===== src/rtl/sub_cmp_pkg.sv =====
// Shared definitions for the subtractor compare-result path.
//   CMP_LT/CMP_EQ/CMP_GT : one-hot {lt, eq, gt} encodings of a compare outcome
//   entry_t / ENTRY_W    : buffered result entry {diff, lt, eq, gt, ovf}, 8 bits
//   CW_DEF               : default event-counter width
package sub_cmp_pkg;

  localparam int unsigned CW_DEF  = 8;
  localparam int unsigned ENTRY_W = 8;

  localparam logic [2:0] CMP_LT = 3'b100;
  localparam logic [2:0] CMP_EQ = 3'b010;
  localparam logic [2:0] CMP_GT = 3'b001;

  typedef struct packed {
    logic [3:0] diff;
    logic       lt;
    logic       eq;
    logic       gt;
    logic       ovf;
  } entry_t;

endpackage


===== src/rtl/sub_cmp_flags.sv =====
// Combinational compare-flag derivation from a 4-bit ripple-borrow subtractor result.
//   d           : difference X-Y
//   bout        : borrow-out (X < Y unsigned)
//   x_msb/y_msb : sign bits of the operands
//   signed_mode : 1 = two's-complement compare, 0 = unsigned
//   lt/eq/gt    : compare outcome, exactly one high
//   ovf         : signed overflow of X-Y (always 0 in unsigned mode)
module sub_cmp_flags (
  input  logic [3:0] d,
  input  logic       bout,
  input  logic       x_msb,
  input  logic       y_msb,
  input  logic       signed_mode,
  output logic       lt,
  output logic       eq,
  output logic       gt,
  output logic       ovf
);

  logic sovf;

  // Overflow only when operand signs differ and the result sign disagrees with X.
  assign sovf = (x_msb ^ y_msb) & (d[3] ^ x_msb);

  assign eq  = (d == 4'd0);
  assign ovf = signed_mode & sovf;
  assign lt  = signed_mode ? (d[3] ^ sovf) : bout;
  assign gt  = ~lt & ~eq;

endmodule


===== src/rtl/sub_cmp_result_buffer.sv =====
// Compare-result buffer downstream of the 4-bit subtractor.
// Derives lt/eq/gt/ovf per accepted operand pair, queues entries in a 2-deep FIFO with
// valid/ready on both sides, and keeps saturating per-outcome event counters.
//   clk, rst                    : clock, asynchronous active-high reset
//   in_valid/in_ready           : producer handshake (in_ready registered)
//   d, bout, x_msb, y_msb       : subtractor result and operand sign bits
//   signed_mode                 : compare mode, captured with each accepted entry
//   out_valid/out_ready         : consumer handshake
//   out_diff/out_lt/eq/gt/ovf   : head entry (hold last values while empty)
//   cnt_clr                     : synchronous clear of all counters, wins over a push
//   cnt_lt/cnt_eq/cnt_gt        : saturating outcome counts, advanced on push
module sub_cmp_result_buffer
  import sub_cmp_pkg::*;
#(
  parameter int unsigned DEPTH = 2,
  parameter int unsigned CW    = CW_DEF
) (
  input  logic          clk,
  input  logic          rst,
  input  logic          in_valid,
  output logic          in_ready,
  input  logic [3:0]    d,
  input  logic          bout,
  input  logic          x_msb,
  input  logic          y_msb,
  input  logic          signed_mode,
  output logic          out_valid,
  input  logic          out_ready,
  output logic [3:0]    out_diff,
  output logic          out_lt,
  output logic          out_eq,
  output logic          out_gt,
  output logic          out_ovf,
  input  logic          cnt_clr,
  output logic [CW-1:0] cnt_lt,
  output logic [CW-1:0] cnt_eq,
  output logic [CW-1:0] cnt_gt
);

  localparam logic [1:0]    Full = 2'(DEPTH);
  localparam logic [CW-1:0] One  = {{(CW-1){1'b0}}, 1'b1};

  logic   f_lt, f_eq, f_gt, f_ovf;
  entry_t in_entry;

  sub_cmp_flags u_flags (
    .d           (d),
    .bout        (bout),
    .x_msb       (x_msb),
    .y_msb       (y_msb),
    .signed_mode (signed_mode),
    .lt          (f_lt),
    .eq          (f_eq),
    .gt          (f_gt),
    .ovf         (f_ovf)
  );

  assign in_entry = '{diff: d, lt: f_lt, eq: f_eq, gt: f_gt, ovf: f_ovf};

  entry_t        mem_q [2];
  entry_t        mem_d [2];
  entry_t        head_q, head_d;
  logic          wr_ptr_q, wr_ptr_d, rd_ptr_q, rd_ptr_d;
  logic [1:0]    count_q, count_d;
  logic          in_ready_q, out_valid_q;
  logic          push, pop;
  logic [CW-1:0] cnt_lt_q, cnt_lt_d, cnt_eq_q, cnt_eq_d, cnt_gt_q, cnt_gt_d;

  assign push = in_valid & in_ready_q;
  assign pop  = out_valid_q & out_ready;

  always_comb begin
    mem_d    = mem_q;
    wr_ptr_d = wr_ptr_q ^ push;
    rd_ptr_d = rd_ptr_q ^ pop;
    count_d  = count_q;
    if (push) mem_d[wr_ptr_q] = in_entry;
    unique case ({push, pop})
      2'b10:   count_d = count_q + 2'd1;
      2'b01:   count_d = count_q - 2'd1;
      default: count_d = count_q;
    endcase
    // The output register tracks the next head; it keeps its value once the FIFO drains.
    head_d = head_q;
    if (count_d != 2'd0) head_d = mem_d[rd_ptr_d];
  end

  always_comb begin
    cnt_lt_d = cnt_lt_q;
    cnt_eq_d = cnt_eq_q;
    cnt_gt_d = cnt_gt_q;
    if (cnt_clr) begin
      cnt_lt_d = '0;
      cnt_eq_d = '0;
      cnt_gt_d = '0;
    end else if (push) begin
      unique case ({f_lt, f_eq, f_gt})
        CMP_LT:  if (cnt_lt_q != '1) cnt_lt_d = cnt_lt_q + One;
        CMP_EQ:  if (cnt_eq_q != '1) cnt_eq_d = cnt_eq_q + One;
        CMP_GT:  if (cnt_gt_q != '1) cnt_gt_d = cnt_gt_q + One;
        default: ;
      endcase
    end
  end

  always_ff @(posedge clk or posedge rst) begin
    if (rst) begin
      for (int i = 0; i < 2; i++) mem_q[i] <= '0;
      head_q      <= '0;
      wr_ptr_q    <= 1'b0;
      rd_ptr_q    <= 1'b0;
      count_q     <= 2'd0;
      in_ready_q  <= 1'b1;
      out_valid_q <= 1'b0;
      cnt_lt_q    <= '0;
      cnt_eq_q    <= '0;
      cnt_gt_q    <= '0;
    end else begin
      for (int i = 0; i < 2; i++) mem_q[i] <= mem_d[i];
      head_q      <= head_d;
      wr_ptr_q    <= wr_ptr_d;
      rd_ptr_q    <= rd_ptr_d;
      count_q     <= count_d;
      in_ready_q  <= (count_d != Full);
      out_valid_q <= (count_d != 2'd0);
      cnt_lt_q    <= cnt_lt_d;
      cnt_eq_q    <= cnt_eq_d;
      cnt_gt_q    <= cnt_gt_d;
    end
  end

  assign in_ready  = in_ready_q;
  assign out_valid = out_valid_q;
  assign out_diff  = head_q.diff;
  assign out_lt    = head_q.lt;
  assign out_eq    = head_q.eq;
  assign out_gt    = head_q.gt;
  assign out_ovf   = head_q.ovf;
  assign cnt_lt    = cnt_lt_q;
  assign cnt_eq    = cnt_eq_q;
  assign cnt_gt    = cnt_gt_q;

endmodule


===== config.mk =====
export PLATFORM = sky130hd
export DESIGN_NAME = sub_cmp_result_buffer
export DESIGN_NICKNAME = d
export VERILOG_FILES = /design/src/rtl/sub_cmp_pkg.sv /design/src/rtl/sub_cmp_flags.sv /design/src/rtl/sub_cmp_result_buffer.sv
export SDC_FILE = /design/constraint.sdc
export NUM_CORES = 1
export LEC_CHECK = 0
export CORE_ASPECT_RATIO = 0.8
export CORE_MARGIN = 5
export CORE_UTILIZATION = 46
export DETAILED_ROUTE_END_ITERATION = 10
export GPL_TIMING_DRIVEN = 0
export PLACE_DENSITY_LB_ADDON = 0.15
export SYNTH_ARGS = -nofsm -noshare
export SYNTH_HDL_FRONTEND = slang
export SYNTH_SLANG_ARGS = --single-unit

===== constraint.sdc =====
create_clock -name clk -period 3.85 [get_ports clk]
set_input_delay 0.9625 -clock clk [delete_from_list [all_inputs] [get_ports clk]]
set_output_delay 0.9625 -clock clk [all_outputs]
set_load 0.005 [all_outputs]

==> flow_metrics.tcl <==
set metrics [dict create \
    status "complete, no violations" \
    place_ws_ps 2.41 \
    synth_nets 298 \
    drv_cap 0 \
    endpoint_kind "flop" \
    first_global_vias 2237 \
    seq_area_frac_synth_pct 47.6 \
    htree_levels 2 \
    numClockSinks 54 \
    cts_tree "built" \
    wirelength_um 6440 \
    synth-edff-count 0 \
    ff2ff_path_depth 10 \
    rsz0062_at_grt "false" \
    worstSetupEndpoint "out_lt" \
    grt_max_degree 35 \
    initial_core_util_pct 47.8 \
    syn_area_per_cell_um2 10.1 \
    synth-main-ff-cell "dfrtp_1" \
    crit_path_start "in_valid" \
    finalSetupTns_ps 0 \
    syn_inst 281 \
    reg2reg_from "in_ready" \
    async_reset_ff_share_pct 100 \
    finalPower_mw 2.00 \
    final_common_cell "dfrtp_1" \
    crit_slowest_cell "clkdlybuf4s50_1" \
    gp_congestion 0.832 \
    dp_cells 408 \
    grt_antenna_before_repair 0 \
    cpPeakStageDelay_ps 520 \
    synth_compound_area_share_pct 14.1 \
    path_class "primary input to flop" \
    layout_min_cycle_time_ps 3530 \
    post_cts.repair.setup_buffers 0 \
    start_kind "primary input" \
    grt.total_usage_pct 17.4 \
    die_x_um 97.9 \
    vdd_drop_max_mv 0.301 \
    min_period_over_period_pct 91.8 \
    ys_ff_latch 54 \
    drv_slew 0 \
    vias 2350 \
    ys_types 49 \
    clk_latency_ps 300 \
    crit_path_frequent_cell "inv_1" \
    first_pass_iters 4 \
    final_nets 351 \
    core_um2 5940 \
    hold_viol 0 \
    synth_mux_area_share_pct 9.64 \
    power.leakage_nw 1.48 \
    clock.fmax_mhz 283 \
    cp_cell_sequence "clkdlybuf4s50_1 > and2_1 > buf_2 > inv_1 > ha_1 > nand2b_1 > o21ai_1 > and2_0 > clkbuf_1 > inv_1 > mux2_2" \
    wire_per_inst_um 15.5 \
    r2r-end "out_lt" \
    fin_skew_ps 8.78 \
    die_h_um 80.3 \
    drive_gt1_share_pct 11.0 \
    grt_pass1_wl_um 11000 \
    dr.first_iter.drc_count 115 \
    syn2layout_area_growth_pct 25.1 \
    syn_area_um2 2840 \
    slew_headroom_pct 56.9 \
    clockBufferDepth 2 \
    num_io_pins 47 \
    yosysWarnings 0 \
    cp_data_arrival_time_ps 3730 \
    synth_xor_area_share_pct 1.41 \
    routed_via_density 5.65 \
    synth_top_family_by_area "simple AND/OR/NAND/NOR gates" \
    clock_tree.root_cell "clkbuf_8" \
    ff2ff_setup_slack_ps 950 \
    num_antenna_cells 0 \
    synthAdderAreaFrac_pct 1.76 \
    die_area_um2 7860 \
    cts_inserted_buffers 5 \
    cts_resized 0 \
    hold_buffers 0 \
    required_ps 4040 \
    hold_path.class "flop to flop" \
    fin_ws_ps 316 \
    clk_pin_slew_ps 100 \
    postRouteAntennaNets 0 \
    synth_simple_gate_area_share_pct 22.8 \
    rows 25 \
    cp_max_fo 8 \
    hpwl_um 4770 \
    io_buffer_count 45 \
    cellPowerDensity_nw_per_um2 563 \
    drc 0 \
    overflow 0 \
    tightest_slew_ps 644 \
    instances_no_fill 416 \
    layout_common_cells "dfrtp_1 (53), clkdlybuf4s50_1 (45), nand3_1 (21), mux2_2 (19), nor2_1 (17)" \
    finalSetupViolCount 0 \
]
-- flip-flops by register name (all words and copies together) (netlist names) --
register	count
out_valid	1
out_gt	1
wr_ptr_q	1
out_lt	1
out_ovf	1
out_eq	1
cnt_gt	8
cnt_eq	8
in_ready	1
mem_q	16
count_q	2
cnt_lt	8
rd_ptr_q	1
out_diff	4
-- per-layer routing --
layer / part of all wire, % / wire (µm) / track usage (%)
met4: 0.78 / 50 / 4.15
met5: 0 / 0 / 0
met2: 44 / 2810 / 25.6
met3: 4.1 / 266 / 3.47
met1: 51 / 3320 / 26.2
-- kinds of logic after synthesis --
group	Yosys count
XOR/XNOR	3
multiplexers	25
adder cells (fa/ha/maj)	4
buffers and inverters	19
AO/OA/AOI/OAI	60
flip-flops	54
AND/OR/NAND/NOR	116
-- Yosys cell counts (2+ instances only) --
library cell	count	area share (%)
or3_1	5	1.1
o211a_1	3	1.1
o211ai_1	2	0.53
nand2b_1	6	1.3
o21ai_0	14	2.5
mux2_2	19	7.5
ha_1	4	1.8
and3_1	8	1.8
a211oi_1	3	0.79
buf_2	4	0.70
mux2i_1	6	2.1
nor3_1	2	0.35
a21bo_2	2	0.70
dfrtp_1	53	47
nor2_1	17	2.2
nand4_1	3	0.66
clkbuf_1	9	1.2
nor4_1	5	1.1
o31ai_1	10	2.6
or4_1	8	2.1
nand2_1	15	2.0
nor2b_1	14	3.1
a21oi_1	14	2.5
nand4b_1	2	0.62
and2_1	3	0.66
nand3b_1	2	0.53
o41ai_1	2	0.62
nand3_1	21	3.7
inv_1	5	0.66
-- report_power, final --
| group | internal (mW) | switching, mW | total (mW) |
|---|---|---|---|
| combinational | 0.366 | 0.365 | 0.730 |
| sequential | 0.725 | 0.0872 | 0.812 |
| clock | 0.277 | 0.182 | 0.460 |
-- cell type report --
class | instances | area [µm²]
buffer | 13 | 53.8
clock buffer | 6 | 82.6
clock inverter | 2 | 60.1
fill | 515 | 2390
inverter | 6 | 22.5
multi-input combinational | 208 | 1410
sequential | 54 | 1350
tap | 81 | 101
timing repair buffer | 46 | 470
-- per-stage QoR --
step           instance area, µm²  hold slack [ps]  utilization, %
6_report                     3560              484            59.8
4_1_cts                      3560              492            59.8
3_5_place_dp                 3410              468            57.4
2_1_floorplan                2840              434               -
5_1_grt                      3560              522            59.8
3_3_place_gp                 3390              445            57.1
-- how the worst min path moves through the flow --
stage          startpoint        end  cells after the start  slack [ps]
2_1_floorplan   mem_q[10]  mem_q[10]                      2         430
3_3_place_gp    mem_q[10]  mem_q[10]                      2         440
3_5_place_dp    mem_q[10]  mem_q[10]                      2         470
4_1_cts         mem_q[10]  mem_q[10]                      2         490
5_1_grt         mem_q[14]  mem_q[14]                      1         520
6_report         mem_q[2]   mem_q[2]                      2         480
-- worst max-delay path, delay by kind of cell --
| family | cells | cell delay [ps] |
|---|---|---|
| simple gates | 3 | 490 |
| buf+inv | 5 | 1220 |
| mux | 1 | 270 |
| compound gates | 1 | 450 |
| fa+ha+maj | 1 | 330 |
(Power assumes the default switching activity.)
